==> src/rtl/wb_port_arbiter_pkg.sv <==
// Shared definitions for the register-file write-port arbiter: data/index widths,
// the WB-to-DE bundle width, the write-request record and the grant-source encoding.
package wb_port_arbiter_pkg;

  localparam int DBITS       = 32;
  localparam int REGNOBITS   = 5;
  localparam int WB_DE_BUS_W = 1 + REGNOBITS + DBITS;

  typedef struct packed {
    logic                 wr_en;
    logic [REGNOBITS-1:0] wregno;
    logic [DBITS-1:0]     regval;
  } wr_req_t;

  typedef enum logic [1:0] {
    GNT_NONE = 2'd0,
    GNT_PIPE = 2'd1,
    GNT_LU   = 2'd2
  } gnt_src_t;

endpackage

==> src/rtl/wb_lu_fifo.sv <==
// Small FIFO buffering long-latency-unit results; writes to x0 are dropped at the door.
// Optional macro WBARB_FWD_EN adds an associative youngest-match lookup on the contents.
module wb_lu_fifo #(
  parameter int DBITS     = wb_port_arbiter_pkg::DBITS,
  parameter int REGNOBITS = wb_port_arbiter_pkg::REGNOBITS,
  parameter int QDEPTH    = 4
) (
  input  logic                       clk,
  input  logic                       reset,
  input  logic                       i_push_valid,
  input  logic [REGNOBITS-1:0]       i_push_regno,
  input  logic [DBITS-1:0]           i_push_val,
  input  logic                       i_pop,
  output logic                       o_ready,
  output logic                       o_empty,
  output logic [REGNOBITS-1:0]       o_head_regno,
  output logic [DBITS-1:0]           o_head_val,
  output logic [$clog2(QDEPTH):0]    o_count
`ifdef WBARB_FWD_EN
  ,
  input  logic [REGNOBITS-1:0]       i_fwd_regno,
  output logic                       o_fwd_hit,
  output logic [DBITS-1:0]           o_fwd_val
`endif
);
  import wb_port_arbiter_pkg::*;

  localparam int AW = $clog2(QDEPTH);
  localparam int CW = AW + 1;

  logic [REGNOBITS-1:0] r_regno [QDEPTH];
  logic [DBITS-1:0]     r_val   [QDEPTH];
  logic [AW-1:0]        r_wr_ptr;
  logic [AW-1:0]        r_rd_ptr;
  logic [CW-1:0]        r_count;
  logic                 w_push;
  logic                 w_pop;

  // Readiness looks only at the registered count, so a full FIFO refuses a push even when popping.
  assign o_ready      = (r_count < CW'(QDEPTH));
  assign o_empty      = (r_count == '0);
  assign o_count      = r_count;
  assign o_head_regno = r_regno[r_rd_ptr];
  assign o_head_val   = r_val[r_rd_ptr];
  assign w_push       = i_push_valid && o_ready && (i_push_regno != '0);
  assign w_pop        = i_pop && !o_empty;

  always_ff @(posedge clk) begin
    if (w_push) begin
      r_regno[r_wr_ptr] <= i_push_regno;
      r_val[r_wr_ptr]   <= i_push_val;
    end
  end

  always_ff @(posedge clk) begin
    if (reset) begin
      r_wr_ptr <= '0;
      r_rd_ptr <= '0;
      r_count  <= '0;
    end else begin
      if (w_push) r_wr_ptr <= r_wr_ptr + AW'(1);
      if (w_pop)  r_rd_ptr <= r_rd_ptr + AW'(1);
      case ({w_push, w_pop})
        2'b10:   r_count <= r_count + CW'(1);
        2'b01:   r_count <= r_count - CW'(1);
        default: r_count <= r_count;
      endcase
    end
  end

`ifdef WBARB_FWD_EN
  // Bit gi of the match vector is the entry gi slots behind the head (gi=0 is oldest).
  logic [QDEPTH-1:0] w_match;

  generate
    for (genvar gi = 0; gi < QDEPTH; gi++) begin : g_cmp
      logic [AW-1:0] w_idx;
      assign w_idx        = r_rd_ptr + AW'(gi);
      assign w_match[gi]  = (CW'(gi) < r_count) && (i_fwd_regno != '0) &&
                            (r_regno[w_idx] == i_fwd_regno);
    end
  endgenerate

  always_comb begin
    o_fwd_hit = |w_match;
    o_fwd_val = '0;
    for (int i = 0; i < QDEPTH; i++) begin
      if (w_match[i]) o_fwd_val = r_val[r_rd_ptr + AW'(i)];
    end
  end
`endif

endmodule

==> src/rtl/wb_port_arbiter.sv <==
// Arbitrates the single register-file write port between pipeline writeback and buffered
// LU results; pipeline wins unless the FIFO head has aged out. Optional macro: WBARB_FWD_EN.
module wb_port_arbiter #(
  parameter int DBITS        = wb_port_arbiter_pkg::DBITS,
  parameter int REGNOBITS    = wb_port_arbiter_pkg::REGNOBITS,
  parameter int QDEPTH       = 4,
  parameter int STARVE_LIMIT = 8
) (
  input  logic                    clk,
  input  logic                    reset,
  input  logic                    pipe_wr_en,
  input  logic [REGNOBITS-1:0]    pipe_wregno,
  input  logic [DBITS-1:0]        pipe_regval,
  output logic                    pipe_stall,
  input  logic                    lu_valid,
  input  logic [REGNOBITS-1:0]    lu_wregno,
  input  logic [DBITS-1:0]        lu_regval,
  output logic                    lu_ready,
  output logic                    rf_wr_en,
  output logic [REGNOBITS-1:0]    rf_wregno,
  output logic [DBITS-1:0]        rf_wrval,
  output logic [$clog2(QDEPTH):0] q_count
`ifdef WBARB_FWD_EN
  ,
  input  logic [REGNOBITS-1:0]    fwd_regno,
  output logic                    fwd_hit,
  output logic [DBITS-1:0]        fwd_val
`endif
);
  import wb_port_arbiter_pkg::*;

  localparam int AGEW = $clog2(STARVE_LIMIT + 1);

  logic                 w_empty;
  logic [REGNOBITS-1:0] w_head_regno;
  logic [DBITS-1:0]     w_head_val;
  logic                 w_force;
  logic                 w_pipe_req;
  gnt_src_t             w_gnt;
  logic [AGEW-1:0]      r_age;
  logic                 r_wr_en;
  logic [REGNOBITS-1:0] r_wregno;
  logic [DBITS-1:0]     r_wrval;

  wb_lu_fifo #(
    .DBITS     (DBITS),
    .REGNOBITS (REGNOBITS),
    .QDEPTH    (QDEPTH)
  ) u_fifo (
    .clk          (clk),
    .reset        (reset),
    .i_push_valid (lu_valid),
    .i_push_regno (lu_wregno),
    .i_push_val   (lu_regval),
    .i_pop        (w_gnt == GNT_LU),
    .o_ready      (lu_ready),
    .o_empty      (w_empty),
    .o_head_regno (w_head_regno),
    .o_head_val   (w_head_val),
    .o_count      (q_count)
`ifdef WBARB_FWD_EN
    ,
    .i_fwd_regno  (fwd_regno),
    .o_fwd_hit    (fwd_hit),
    .o_fwd_val    (fwd_val)
`endif
  );

  assign w_force    = (r_age == AGEW'(STARVE_LIMIT)) && !w_empty;
  // A pipeline write to x0 needs no slot, so it leaves the port free for the LU.
  assign w_pipe_req = pipe_wr_en && (pipe_wregno != '0);

  always_comb begin
    w_gnt      = GNT_NONE;
    pipe_stall = 1'b0;
    if (w_force) begin
      w_gnt      = GNT_LU;
      pipe_stall = pipe_wr_en;
    end else if (w_pipe_req) begin
      w_gnt = GNT_PIPE;
    end else if (!w_empty) begin
      w_gnt = GNT_LU;
    end
  end

  always_ff @(posedge clk) begin
    if (reset || w_empty || (w_gnt == GNT_LU)) begin
      r_age <= '0;
    end else if (r_age != AGEW'(STARVE_LIMIT)) begin
      r_age <= r_age + AGEW'(1);
    end
  end

  always_ff @(posedge clk) begin
    if (reset) begin
      r_wr_en  <= 1'b0;
      r_wregno <= '0;
      r_wrval  <= '0;
    end else begin
      r_wr_en <= (w_gnt != GNT_NONE);
      case (w_gnt)
        GNT_PIPE: begin
          r_wregno <= pipe_wregno;
          r_wrval  <= pipe_regval;
        end
        GNT_LU: begin
          r_wregno <= w_head_regno;
          r_wrval  <= w_head_val;
        end
        default: begin
          r_wregno <= r_wregno;
          r_wrval  <= r_wrval;
        end
      endcase
    end
  end

  assign rf_wr_en  = r_wr_en;
  assign rf_wregno = r_wregno;
  assign rf_wrval  = r_wrval;

endmodule

==> config.mk <==
export PLATFORM = sky130hd
export DESIGN_NAME = wb_port_arbiter
export DESIGN_NICKNAME = d
export VERILOG_FILES = /design/src/rtl/wb_port_arbiter_pkg.sv /design/src/rtl/wb_lu_fifo.sv /design/src/rtl/wb_port_arbiter.sv
export SDC_FILE = /design/constraint.sdc
export NUM_CORES = 1
export LEC_CHECK = 0
export BUFFER_PORTS_ARGS = -buffer_cell sky130_fd_sc_hd__buf_2
export CORE_ASPECT_RATIO = 0.6
export CORE_MARGIN = 3
export CORE_UTILIZATION = 60
export DETAILED_ROUTE_END_ITERATION = 8
export GPL_TIMING_DRIVEN = 0
export PLACE_DENSITY_LB_ADDON = 0.2
export REMOVE_ABC_BUFFERS = 1
export SLEW_MARGIN = 15
export SYNTH_ARGS = -nofsm -noshare
export SYNTH_HDL_FRONTEND = slang
export SYNTH_SLANG_ARGS = --single-unit
==> constraint.sdc <==
create_clock -name clk -period 5.75 [get_ports clk]
set_clock_uncertainty 0.2 [all_clocks]
set_input_delay 1.4375 -clock clk [delete_from_list [all_inputs] [get_ports clk]]
set_output_delay 1.4375 -clock clk [all_outputs]
set_load 0.05 [all_outputs]
==> results.sh <==
export IMPL_firstDrtPassIters=4
export IMPL_routed_via_count=4918
export IMPL_crit_chain="buf_2 -> or4_1 -> o21ai_0 -> o21a_1 -> ha_4 -> o31ai_1 -> inv_1 -> ha_1 -> inv_1 -> fa_1 -> xor2_1 -> or3_1 -> a21oi_1"
export IMPL_maxCapViolCount=0
export IMPL_core_area_um2=12900
export IMPL_grt_overflow=0
export IMPL_antenna_found_initial=1
export IMPL_fin_util_pct=72.0
export IMPL_drive_above_1_share_pct=22.8
export IMPL_ys_flop_type="edfxtp_1"
export IMPL_outcome="finished clean"
export IMPL_synthArstFlopShare_pct=0
export IMPL_synth_seq_cells=199
export IMPL_avgSynthCellArea_um2=13.4
export IMPL_min_path_type="register to register"
export IMPL_dr_first_iter_drc_count=308
export IMPL_die_height_um=95.5
export IMPL_met3WireLength_um=1140
export IMPL_slew_headroom_pct=24.9
export IMPL_ys_seq_area_share_pct=68.2
export IMPL_htreeDepth=4
export IMPL_post_route_min_period_ns=4.56
export IMPL_powerDensity_nw_per_um2=368
export IMPL_ctsResizeCount=0
export IMPL_met1_length_um=7250
export IMPL_wl_um=16400
export IMPL_instances_no_fill=889
export IMPL_synth_warnings=0
export IMPL_rsz0062_at_grt="no"
export IMPL_clk_latency_ns=0.41
export IMPL_gr_usage_all_layers_pct=22.1
export IMPL_drc=0
export IMPL_viasPerCell=5.53
export IMPL_synth_edff_count=148
export IMPL_ys_types=32
export IMPL_critPathMostFrequentCell="inv_1"
export IMPL_cts_root_buffer="clkbuf_16"
export IMPL_tightest_slew_ns=1.13
export IMPL_synth_area_leader_cell="edfxtp_1"
export IMPL_final_net_count=794
export IMPL_clk_pin_slew_ns=0.07
export IMPL_worst_path_max_fanout=42
export IMPL_cpMaxStageDelayCell="ha_4"
export IMPL_die_w_um=155
export IMPL_finalCritPeriodShare_pct=79.3
export IMPL_fmax_mhz=219
export IMPL_hold_viol=0
export IMPL_crit_path_end_kind="register"
export IMPL_cts_buffers=17
export IMPL_antenna_cells=0
export IMPL_io_buffers=120
export IMPL_drtAntennaViolNets=0
export IMPL_finalPower_mw=3.43
export IMPL_p_leak_nw=3.48
export IMPL_routedWlPerCell_um=18.5
export IMPL_syn_area_um2=8020
export IMPL_grt_pass1_vias=4856
export IMPL_wl_met2_um=7920
export IMPL_netlist_top_cells_area="edfxtp_1 55%, dfxtp_1 13%, mux2i_1 9.5%"
export IMPL_crit_path_max_incr_delay_ns=0.53
export IMPL_grt_max_degree=75
export IMPL_crit_arrival_ns=4.70
export IMPL_synth_top_area_share_pct=55.4
export IMPL_maxSlewViolCount=0
export IMPL_cts_sinks=199
export IMPL_synthCells=598
export IMPL_tritoncts="built"
export IMPL_critPathKind="input port to register"
export IMPL_cts_hold_buf=0
export IMPL_gp_congestion=0.761
export IMPL_grt_first_pass_wirelength_um=25000
export IMPL_area_delta_synth_final_pct=16.2
export IMPL_tns_ns=0
export IMPL_top_layer="met5"
export IMPL_cts_max_path_buffers=2
export IMPL_core_rowCount=32
export IMPL_cts_setup_buffers=0
export IMPL_required_ns=5.89
export IMPL_peakVddDrop_uv=216
export IMPL_critPathLaunchType="input port"
export IMPL_die_area_um2=14800
export IMPL_io_pins=121
export IMPL_initial_utilization_pct=62.0
export IMPL_hpwl_um=9580
export IMPL_dp_cells=857
export IMPL_finalSetupViolCount=0
[cells in the mapped netlist (2+ instances only)]
master      n
or3_1       2
xnor2_1     2
a21oi_1    39
mux2i_1    76
and2_2      4
buf_4       3
ha_1        9
inv_1      84
o31a_1     37
clkbuf_1   21
nand3_1     2
dfxtp_1    51
nor2_1     49
edfxtp_1  148
xor2_1      5
buf_2      10
nand2b_1    3
o21ai_0     3
o22ai_1    37
[power by group]
part	switching (mW)	internal, mW	leakage, nW	total (mW)
Combinational	0.428	0.188	1.44	0.617
Sequential	0.0548	1.66	1.78	1.72
Clock	0.532	0.564	0.257	1.10
[metrics by stage]
stage	worst slack, ns	hold slack (ns)	instance area (µm²)
global route	1.01	0.356	9320
floorplan	0.878	0.272	7870
CTS	1.24	0.329	9320
global placement	-0.665	0.283	8680
detailed placement	0.813	0.313	8770
finish	1.19	0.326	9320
[per-layer routing]
| layer | up-vias | GRT usage, % |
|---|---|---|
| met4 | 2 | 7.94 |
| met3 | 14 | 5.53 |
| met5 | - | 0 |
| met2 | 177 | 35.5 |
| met1 | 2350 | 29.8 |
| li1 | 2375 | - |
[layout by cell type (no fill, tap or decap), types with 2 or more instances in the layout]
master | netlist | final
and2_2 | 4 | 4
buf_16 | 0 | 2
a21oi_1 | 39 | 39
o21ai_0 | 3 | 3
clkinv_2 | 0 | 2
edfxtp_1 | 148 | 148
nand2b_1 | 3 | 2
inv_1 | 84 | 84
ha_1 | 9 | 8
o22ai_1 | 37 | 37
clkinvlp_4 | 0 | 4
nand3_1 | 2 | 2
xnor2_1 | 2 | 2
clkbuf_16 | 0 | 17
inv_6 | 0 | 7
dfxtp_1 | 51 | 50
nor2_1 | 49 | 49
mux2i_1 | 76 | 76
xor2_1 | 5 | 5
or3_1 | 2 | 2
buf_2 | 10 | 120
o31a_1 | 37 | 37
[kinds of logic (layout without fill, tap and decap cells)]
family	count (synthesis)	count (layout)	synth area share (%)
adders and majority gates	10	10	1.65
xor gates and xnor gates	7	7	0.765
AOI/OAI and AO/OA	122	122	10.3
buffers and inverters	118	239	5.82
DFF	199	199	68.2
muxes	77	77	9.68
and+or+nand+nor	65	65	3.57
[worst max-delay path, delay by kind of cell]
family                   cells  cell delay [ns]
AO/OA/AOI/OAI                4             0.88
XOR/XNOR                     1             0.16
adder cells (fa/ha/maj)      3             1.10
buffers and inverters        3             0.28
AND/OR/NAND/NOR              2             0.81
[state kept, by name, summed over array words and instances (netlist names), named ones only]
name and flops:
u_fifo.r_val 128, rf_wrval 32, u_fifo.r_regno 20, rf_wregno 5
r_age 4, u_fifo.o_count 3, u_fifo.r_rd_ptr 2, u_fifo.r_wr_ptr 2
rf_wr_en 1
[cell type report]
class / instances / area, µm²
clock buffer: 17 / 425
tap: 170 / 213
clock inverter: 15 / 116
sequential: 199 / 5470
fill: 886 / 3620
inverter: 84 / 315
timing repair buffer: 123 / 676
multi-input combinational: 281 / 2100
[final timing paths]
kind	from	endpoint	depth (start not counted)	slack [ns]
worst min register to register	u_fifo.r_wr_ptr[1]	u_fifo.r_wr_ptr[1]	2	0.33
worst max register to register	r_age[0]	u_fifo.o_count[2]	13	2.13
worst max-delay path	pipe_wregno[0]	u_fifo.o_count[2]	13	1.19
worst min-delay path	u_fifo.r_wr_ptr[1]	u_fifo.r_wr_ptr[1]	2	0.33
Note: power is estimated with default switching activity, not from simulation.
